[src/rtl/counter_run_controller.sv]
// Run/pause/done sequencer for a WIDTH-bit up-counter with programmable terminal
// count, one-shot or auto-reload operation, and a one-slot valid/ready command port.
module counter_run_controller #(
  parameter int WIDTH = 4,
  parameter int RLD_W = 8
) (
  input  logic             clk,
  input  logic             reset,
  input  logic             cmd_valid,
  output logic             cmd_ready,
  input  logic [1:0]       cmd_op,
  input  logic [WIDTH-1:0] cmd_limit,
  input  logic             cmd_mode,
  output logic [WIDTH-1:0] q,
  output logic [1:0]       state,
  output logic             busy,
  output logic             done,
  output logic             tc_pulse,
  output logic [RLD_W-1:0] reloads
);

  typedef enum logic [1:0] {
    S_IDLE  = 2'b00,
    S_RUN   = 2'b01,
    S_PAUSE = 2'b10,
    S_DONE  = 2'b11
  } state_t;

  localparam logic [1:0] OP_START = 2'b01;
  localparam logic [1:0] OP_HOLD  = 2'b10;
  localparam logic [1:0] OP_ABORT = 2'b11;

  state_t           st, st_nxt;
  logic [WIDTH-1:0] lim, lim_nxt, q_nxt;
  logic             mode, mode_nxt;
  logic             tc_nxt;
  logic [RLD_W-1:0] rld_nxt;
  logic             accept;

  function automatic logic [RLD_W-1:0] sat_inc(input logic [RLD_W-1:0] v);
    return (&v) ? v : v + {{(RLD_W-1){1'b0}}, 1'b1};
  endfunction

  assign accept = cmd_valid && cmd_ready;

  always_ff @(posedge clk or negedge reset) begin
    if (!reset) st <= S_IDLE;
    else        st <= st_nxt;
  end

  // Accepted commands take precedence; a NOP falls through to normal counting.
  always_comb begin
    st_nxt   = st;
    q_nxt    = q;
    lim_nxt  = lim;
    mode_nxt = mode;
    tc_nxt   = 1'b0;
    rld_nxt  = reloads;
    if (accept && cmd_op == OP_START) begin
      lim_nxt  = cmd_limit;
      mode_nxt = cmd_mode;
      q_nxt    = '0;
      rld_nxt  = '0;
      st_nxt   = S_RUN;
    end else if (accept && cmd_op == OP_ABORT) begin
      st_nxt = S_IDLE;
      q_nxt  = '0;
    end else if (accept && cmd_op == OP_HOLD && st == S_RUN) begin
      st_nxt = S_PAUSE;
    end else if (accept && cmd_op == OP_HOLD && st == S_PAUSE) begin
      st_nxt = S_RUN;
    end else if (st == S_RUN) begin
      if (q != lim) begin
        q_nxt = q + {{(WIDTH-1){1'b0}}, 1'b1};
      end else begin
        tc_nxt = 1'b1;
        if (mode) begin
          q_nxt   = '0;
          rld_nxt = sat_inc(reloads);
        end else begin
          st_nxt = S_DONE;
        end
      end
    end
  end

  always_comb begin
    busy  = (st == S_RUN) || (st == S_PAUSE);
    done  = (st == S_DONE);
    state = st;
  end

  // Registered datapath and handshake; ready drops for one cycle after each accept.
  always_ff @(posedge clk or negedge reset) begin
    if (!reset) begin
      q         <= '0;
      lim       <= '0;
      mode      <= 1'b0;
      tc_pulse  <= 1'b0;
      reloads   <= '0;
      cmd_ready <= 1'b1;
    end else begin
      q         <= q_nxt;
      lim       <= lim_nxt;
      mode      <= mode_nxt;
      tc_pulse  <= tc_nxt;
      reloads   <= rld_nxt;
      cmd_ready <= !accept;
    end
  end

endmodule

[config.mk]
export PLATFORM = sky130hd
export DESIGN_NAME = counter_run_controller
export DESIGN_NICKNAME = d
export VERILOG_FILES = /design/src/rtl/counter_run_controller.sv
export SDC_FILE = /design/constraint.sdc
export NUM_CORES = 1
export LEC_CHECK = 0
export ABC_CLOCK_PERIOD_IN_PS = 2400
export CORE_MARGIN = 2
export CORE_UTILIZATION = 44
export CTS_CLUSTER_DIAMETER = 50
export DETAILED_ROUTE_END_ITERATION = 8
export GPL_ROUTABILITY_DRIVEN = 1
export HOLD_SLACK_MARGIN = 0.08
export PLACE_DENSITY_LB_ADDON = 0.1
export SLEW_MARGIN = 5
export SYNTH_ARGS = -nofsm -noshare
export SYNTH_HDL_FRONTEND = slang
export SYNTH_SLANG_ARGS = --single-unit
export TNS_END_PERCENT = 10
[constraint.sdc]
create_clock -name clk -period 2.4 [get_ports clk]
set_clock_uncertainty 0.2 [all_clocks]
set_input_delay 0.24 -clock clk [delete_from_list [all_inputs] [get_ports clk]]
set_output_delay 0.24 -clock clk [all_outputs]
set_load 0.1 [all_outputs]
==> key figures <==
Synth
  – Post-Synthesis Cells: approximately 130
  – Netlist Area Pre-Place: ~1200 um2
  – Asr flop ratio synth: 1.00
  – Register bit total from synthesis: 21
  – Post-synthesis sequential area ratio: 0.446
  – Synth warn: 0
  – Synth unique cells: 36
  – Most used flip-flop cell after synthesis: dfrtp_1
  – Syn nets: 144
  – Post-synth EDFFs: 0
  – Syn Area/Cell: 9.22 um2

STA
  – Final period util: 0.922
  – Setup TNS: 0 ps
  – Fin worst setup slack: around 190 ps
  – Setup violations, final: 0
  – Tmin final: roughly 2200 ps
  – Rel. slew slack: 0.715
  – RSZ-0062 raised after global routing: false
  – Slew of the pin with the lowest slew margin: between 400 and 500 ps
  – Max Slew Vio Count: 0
  – Fmax: approximately 0.45 GHz
  – Final Hold Viols: 0

Finish
  – Final Util: 0.618
  – Multi-input logic area: 631 um2
  – Layout area overhead: 30.9%
  – Fill cell count: approximately 230
  – Commonest non-fill, non-tap cell in the layout: nand2_1
  – Most frequent cells in the layout: 23 x nand2_1, 21 x buf_4, 14 x nor2_1, 12 x dfrtp_1, 9 x clkdlybuf4s50_1
  – Post-route cell area: 1540 um2
  – Antenna diodes: 0
  – Sequential Area: 552 um2
  – Layout cell share with drive strength beyond 1: 0.263
  – Net count, final: about 180

Global route
  – GRT Residual Overflow: 0
  – Global-route wire length before repair: 4.48 mm
  – Vias in the first global route: 1000
  – Gr usage total: 0.179
  – Initial antenna violation count: 0
  – Largest net degree at the start of global routing: 22

Job
  – Total of max-cap violations: 0

Floorplan
  – Chip width: 55.8 um
  – Chip height: roughly 56 um
  – Core Area: 2500 um2
  – Initial core utilization: 0.472
  – Io pins: 28
  – Die area: 3110 um2
  – Rows: 18

Placed design
  – Buffers added on ports: 27
  – Pre-CTS setup slack: 124 ps
  – Dpl cell area: 1510 um2
  – DP Wirelength: 1.89 mm
  – Gpl congestion: between 0.7 and 0.8

Drt
  – Iter 0 DRT Violations: 28
  – First-pass DRT Iterations: 4
  – Drt via density: around 5.5
  – Via count: 1050
  – Antenna Nets Post-Route: 0
  – DR DRC count: 0
  – DR WL/cell: between 10 and 15 um
  – WL final: ~2.6 mm

Critical path
  – CP Capture Point: reloads[7]
  – Critical path fanouts, max: 6
  – Setup CP Type: reg2reg
  – Worst r2r path cells: 5
  – R2r endpoint: reloads[7]
  – Required time worst endpoint: between 2000 and 2500 ps
  – Crit start category: register
  – Critical Path Source: q[2]
  – R2r startpoint: q[2]
  – R2R setup slack: roughly 190 ps
  – CP Capture Type: register
  – CP arrival: 2220 ps

Outcome
  – Status: completed

Clocking
  – Worst-path clk slew: 120 ps
  – Clk Latency, worst-skew pair: around 310 ps
  – CTS tree: yes
  – CTS Buffer Depth: 2
  – CTS Buf Count: 3
  – # Post-CTS Setup Buffers: 0
  – Post-cts repair resize count: 0
  – H-tree Lvls: 1
  – Clock Tree Root: clkbuf_4
  – CTS sink count: 21

Power and ir drop
  – Peak supply drop: around 1.2 mV
  – Lkg Pwr: 0.000699 uW
  – Power density over the cells: 1300 nW/um2

Hold path
  – Hold Crit Class: in2reg
layout make-up:
| cell class | count | share of cell area |
|---|---|---|
| clock buffer | 3 | 0.0146 |
| clock inverter | 1 | 0.00324 |
| inverter | 5 | 0.0122 |
| multi-input combinational | 98 | 0.408 |
| sequential | 21 | 0.357 |
| tap | 30 | 0.0243 |
| timing repair buffer | 32 | 0.180 |
worst min path at each step:
stage,from,end,cells past startpoint
2_1_floorplan,reset,lim[0],0
3_3_place_gp,lim[0],lim[0],2
3_5_place_dp,lim[0],lim[0],2
4_1_cts,cmd_limit[2],lim[2],3
5_1_grt,cmd_limit[3],lim[3],3
6_report,cmd_limit[2],lim[2],3
power by group:
part / total (uW) / internal [uW] / switching (uW)
combinational: 1250 / 343 / 912
sequential: 584 / 469 / 116
clock: 172 / 62.2 / 109
worst max-delay path, cell delays in order, from the launching register on:
cell	delay, ps
dfrtp_4	530
xnor2_1	200
nand4_2	200
o31a_1	340
or2_0	330
a211o_1	320
synthesized netlist by cell type (2+ instances only):
library cell,count,area share
nor4_1,2,0.011
nor2b_1,2,0.011
a31oi_1,2,0.011
xnor2_1,5,0.037
a21oi_1,2,0.0085
o31a_1,3,0.022
nand3_1,4,0.017
nor2_1,14,0.045
ha_1,6,0.064
dfrtp_1,20,0.42
inv_1,5,0.016
a22o_1,2,0.015
nand2_1,23,0.073
o21ai_0,5,0.021
a21o_1,2,0.013
o31ai_1,6,0.038
and3_1,5,0.027
clkbuf_1,2,0.0064
flip-flops by register name, summed over array words and instances, names as in the netlist:
name / flops
cmd_ready: 1
lim: 4
state: 2
mode: 1
q: 4
tc_pulse: 1
reloads: 8
metal layers:
layer	vias up	GRT usage	wire length, um
li1	517	-	-
met1	507	0.224	1220
met2	24	0.310	1230
met3	2	0.0442	114
met4	0	0.0418	15
met5	-	0	0
kinds of logic after synthesis:
kind of cell / share of synthesized area
compound gates: 0.166
xor+xnor: 0.0371
fa+ha+maj: 0.0636
buf+inv: 0.0361
flops: 0.446
mux: 0.00954
simple gates: 0.241
repair_timing:
item / in CTS / in global routing
endpoints found under the setup margin: 0 / 0
endpoints found under the hold margin: 20 / 0
hold buffers: 1 / 0
stage by stage:
step,total power (uW),std cells,hold slack [ps]
2_1_floorplan,1560,128,-256
3_3_place_gp,1830,185,283
3_5_place_dp,1840,185,292
4_1_cts,2020,190,228
5_1_grt,2110,190,258
6_report,2010,190,241
(Power assumes the default switching activity.)
